### config.mk
export PLATFORM = sky130hd
export DESIGN_NAME = stack_unit
export DESIGN_NICKNAME = d
export VERILOG_FILES = /design/src/rtl/musa_pkg.sv /design/src/rtl/stack_ram.sv /design/src/rtl/stack_unit.sv
export SDC_FILE = /design/constraint.sdc
export NUM_CORES = 1
export LEC_CHECK = 0
export CAP_MARGIN = 5
export CORE_ASPECT_RATIO = 1.5
export CORE_UTILIZATION = 45
export CTS_CLUSTER_DIAMETER = 60
export DETAILED_ROUTE_END_ITERATION = 7
export DONT_BUFFER_PORTS = 1
export SYNTH_ARGS = -nofsm -noshare
export SYNTH_HDL_FRONTEND = slang
export SYNTH_SLANG_ARGS = --single-unit
### constraint.sdc
create_clock -name clk -period 12 [get_ports clk]
set_clock_uncertainty 0.2 [all_clocks]
set_input_delay 2.4 -clock clk [delete_from_list [all_inputs] [get_ports clk]]
set_output_delay 2.4 -clock clk [all_outputs]
set_load 0.02 [all_outputs]
### src/rtl/musa_pkg.sv
// musa_pkg: shared word type, default stack depth and stack request encoding.
package musa_pkg;

    localparam int WORD_W      = 32;
    localparam int STACK_DEPTH = 16;

    typedef logic [WORD_W-1:0] word_t;

    typedef enum logic [2:0] {
        OP_IDLE,
        OP_PUSH,
        OP_DROP,
        OP_POP,
        OP_UNDER,
        OP_REPLACE,
        OP_PASS
    } stack_op_e;

endpackage

### src/rtl/stack_ram.sv
// stack_ram: stack storage with one synchronous write port and one asynchronous read port.
module stack_ram #(
    parameter int DATA_WIDTH = 32,
    parameter int DEPTH      = 16,
    parameter int AW         = $clog2(DEPTH)
) (
    input  logic                  clk,
    input  logic                  we_i,
    input  logic [AW-1:0]         waddr_i,
    input  logic [DATA_WIDTH-1:0] wdata_i,
    input  logic [AW-1:0]         raddr_i,
    output logic [DATA_WIDTH-1:0] rdata_o
);

    logic [DATA_WIDTH-1:0] mem_q [DEPTH];

    always_ff @(posedge clk) begin
        if (we_i) mem_q[waddr_i] <= wdata_i;
    end

    assign rdata_o = mem_q[raddr_i];

endmodule

### src/rtl/stack_unit.sv
// stack_unit: LIFO return stack answering decode-stage push/pop requests.
// Pops return data one cycle later; simultaneous push+pop replaces the top entry.
module stack_unit
    import musa_pkg::*;
#(
    parameter int DATA_WIDTH = WORD_W,
    parameter int DEPTH      = STACK_DEPTH,
    parameter int PTR_WIDTH  = $clog2(DEPTH) + 1
) (
    input  logic                  clk,
    input  logic                  rst,
    input  logic                  push,
    input  logic                  pop,
    input  logic [DATA_WIDTH-1:0] push_data,
    input  logic                  clr_err,
    output logic [DATA_WIDTH-1:0] pop_data,
    output logic                  pop_valid,
    output logic [DATA_WIDTH-1:0] top,
    output logic [PTR_WIDTH-1:0]  count,
    output logic                  empty,
    output logic                  full,
    output logic                  overflow,
    output logic                  underflow
);

    localparam int AW = $clog2(DEPTH);
    localparam logic [PTR_WIDTH-1:0] FULL_CNT = PTR_WIDTH'(DEPTH);

    stack_op_e             op;
    logic [PTR_WIDTH-1:0]  count_q, count_d, top_ptr;
    logic [DATA_WIDTH-1:0] pop_data_q, pop_data_d, rd_data;
    logic                  pop_valid_q, pop_valid_d;
    logic                  ovf_q, ovf_d, udf_q, udf_d;
    logic                  we;
    logic [AW-1:0]         waddr;

    assign empty   = count_q == '0;
    assign full    = count_q == FULL_CNT;
    assign top_ptr = count_q - 1'b1;
    assign top     = empty ? '0 : rd_data;

    assign count     = count_q;
    assign pop_data  = pop_data_q;
    assign pop_valid = pop_valid_q;
    assign overflow  = ovf_q;
    assign underflow = udf_q;

    always_comb begin
        op = (push && pop) ? (empty ? OP_PASS : OP_REPLACE)
           : push          ? (full ? OP_DROP : OP_PUSH)
           : pop           ? (empty ? OP_UNDER : OP_POP)
           :                 OP_IDLE;
        count_d     = (op == OP_PUSH) ? count_q + 1'b1
                    : (op == OP_POP)  ? count_q - 1'b1
                    :                   count_q;
        pop_valid_d = op inside {OP_POP, OP_REPLACE, OP_PASS};
        pop_data_d  = (op == OP_PASS) ? push_data
                    : pop_valid_d     ? rd_data
                    :                   pop_data_q;
        // a new error event beats a coincident clear
        ovf_d = (op == OP_DROP) || (ovf_q && !clr_err);
        udf_d = (op == OP_UNDER) || (udf_q && !clr_err);
        we    = rst && (op == OP_PUSH || op == OP_REPLACE);
        waddr = (op == OP_REPLACE) ? top_ptr[AW-1:0] : count_q[AW-1:0];
    end

    always_ff @(posedge clk) begin
        if (!rst) begin
            count_q     <= '0;
            pop_data_q  <= '0;
            pop_valid_q <= 1'b0;
            ovf_q       <= 1'b0;
            udf_q       <= 1'b0;
        end else begin
            count_q     <= count_d;
            pop_data_q  <= pop_data_d;
            pop_valid_q <= pop_valid_d;
            ovf_q       <= ovf_d;
            udf_q       <= udf_d;
        end
    end

    stack_ram #(
        .DATA_WIDTH(DATA_WIDTH),
        .DEPTH     (DEPTH)
    ) u_ram (
        .clk    (clk),
        .we_i   (we),
        .waddr_i(waddr),
        .wdata_i(push_data),
        .raddr_i(top_ptr[AW-1:0]),
        .rdata_o(rd_data)
    );

endmodule

==> metrics <==
outcome finished clean; Post-DP HPWL 27.3 mm; first-pass GRT wire length 73.9 mm; Post CTS Setup Buffer Count 0; Tcrit/Tclk final 0.615; row cnt 98; share of cells above drive strength 1 0.233; CTS Hold Bufs 0; Clock transition at path regs 0.06 ns; initial DRC count 851; commonest non-fill, non-tap cell in the layout edfxtp_1; Final ANT Viol Nets 0; Longest Clk Path Bufs 3; Worst setup EP type output pin; Port Buffers 0; Syn Area/Cell 19.7 µm²; Worst-Margin Slew 1.23 ns; synthesized area 0.0217 mm²; largest net degree at the start of global routing 104; TNS Setup 0 ns; post_cts resized 0; post-synthesis sequential area ratio 0.746; Die H 271 µm; number of flops mapped to enable cells by yosys 512; Initial Util 0.456; Post-synth top flop edfxtp_1; total power 6640 µW; most frequent cells in the layout 512 x edfxtp_1, 137 x mux4_2, 86 x nand2_1; DR WL/cell 28.2 µm; RSZ-0062 raised after global routing no; critical path type reg2out; fill count 3826; Startpoint Class flip-flop; Mapped Nets 1143; relative slew slack 0.171; Final #Nets 1159; RePlAce Congestion 0.735; maxcap violations 0; antenna cells 0; Setup violations, final 0; YS warnings 0; Final Hold Vio Count 0; leakage power total 0.00751 µW; Max Freq 135 MHz; DRC viols 0; gr ovfl total 0; fin. max-slew vios 0; vias 10.6k; post-synthesis register bit count 552; worst vdd ir 0.247 mV; fraction of registers with async set/reset 0; Req. time, crit path 9.40 ns; die width 181 µm; Synth cell types 49; CTS root buf clkbuf_16; number of I/O pins 111; Pwr Density 275 mW/mm²; Die Area 0.0491 mm²; Detailed Route WL 49.7 mm; First-pass DRT Iterations 5; Tightest Hold Check Type reg2reg; CTS tree built; Post-Syn Instances 1103; min Tclk post-route 7.38 ns; All-Layer GR Usage 0.208; H-Tree Level Count 2; vias in the first global route 11.2k; layout overhead on the synthesized area 11.5%; Clock Sinks 552; Num CTS Buffers 50; Via density 6.00; worst endpoint data arrival time 4.78 ns; initial antenna violation count 0; core area 0.0476 mm²; clk_lat worst skew 0.57 ns; Max Fanout on Critical Path 62
## path summary, 6_finish.rpt
path	slack, ns	to	start	cells past startpoint
setup / recovery	4.62	top[27]	count[0]	8
hold / removal	0.46	pop_data[23]	pop_data[23]	2
hold reg to reg	0.46	pop_data[23]	pop_data[23]	2
setup reg to reg	7.01	u_ram.mem_q[2][5]	count[0]	7
## layout make-up
| cell class | count | area [µm²] | area share |
|---|---|---|---|
| clock buffers | 71 | 1420 | 0.0589 |
| clock inverters | 22 | 259 | 0.0107 |
| inverters | 7 | 26.3 | 0.00109 |
| multi-input cells | 479 | 5300 | 0.219 |
| flip-flops and latches | 552 | 16200 | 0.669 |
| well taps | 600 | 751 | 0.0311 |
| repair buffers | 29 | 230 | 0.00952 |
## cells by family (layout without fill, tap and decap cells)
| logic type | after synthesis | in the layout | share of synthesized area |
|---|---|---|---|
| DFF | 552 | 552 | 0.746 |
| and+or+nand+nor | 205 | 205 | 0.0419 |
| muxes | 162 | 162 | 0.154 |
| AOI/OAI and AO/OA | 99 | 99 | 0.0334 |
| buffers and inverters | 72 | 129 | 0.0175 |
| xor gates and xnor gates | 10 | 10 | 0.00525 |
| adders and majority gates | 3 | 3 | 0.00173 |
## metrics by stage
stage          instance area [µm²]  instances  setup slack [ns]   util  hold WS, ns
2_1_floorplan                21700       1103              6.22      -        0.425
3_3_place_gp                 22500       1667              5.16  0.473        0.441
3_5_place_dp                 22500       1667              5.13  0.473        0.446
4_1_cts                      24200       1760              4.49  0.508        0.464
5_1_grt                      24200       1760              4.34  0.508        0.495
6_report                     24200       1760              4.62  0.508        0.458
## critical path: stages (launching register included)
cell and delay, ns:
dfxtp_4 0.86, inv_1 0.30, ha_4 0.97, buf_4 0.67
mux4_2 0.34, nand2_1 0.06, nand2_1 0.17, nor2_1 0.05
a211oi_1 0.66
## flip-flops by register name (all words and copies together) (netlist names)
register	count
pop_valid	1
overflow	1
underflow	1
u_ram.mem_q	512
count	5
pop_data	32
## synth_stat cells (all sizes together), types with 3 or more instances
cell	instances	area share
xor2	4	0.0025
ha	3	0.0017
o21ai	12	0.0029
nand3	3	0.00069
xnor2	6	0.0028
nor3b	5	0.0017
mux2i	23	0.011
nor3	13	0.0035
nand2	86	0.015
nand3b	4	0.0014
inv	6	0.0010
and2	15	0.0044
o211ai	20	0.0069
edfxtp	512	0.71
a22oi	20	0.0069
dfxtp	40	0.037
o221ai	11	0.0044
mux4	137	0.14
clkbuf	27	0.0047
a21oi	7	0.0018
nor2	70	0.012
buf	38	0.012
nor2b	3	0.00087
a211oi	20	0.0069
## layer usage
metal / GRT usage / wire length (µm) / vias up
li1: - / - / 4529
met2: 0.367 / 26100 / 357
met5: 0 / 0 / -
met1: 0.267 / 19700 / 5617
met4: 0.0537 / 1070 / 0
met3: 0.0324 / 2830 / 64
## power by group
group	internal (µW)	leakage (µW)	switching, µW
combinational	964	0.00175	1630
clock	955	0.000812	682
sequential	2270	0.00494	150
Note: power is estimated with default switching activity, not from simulation.
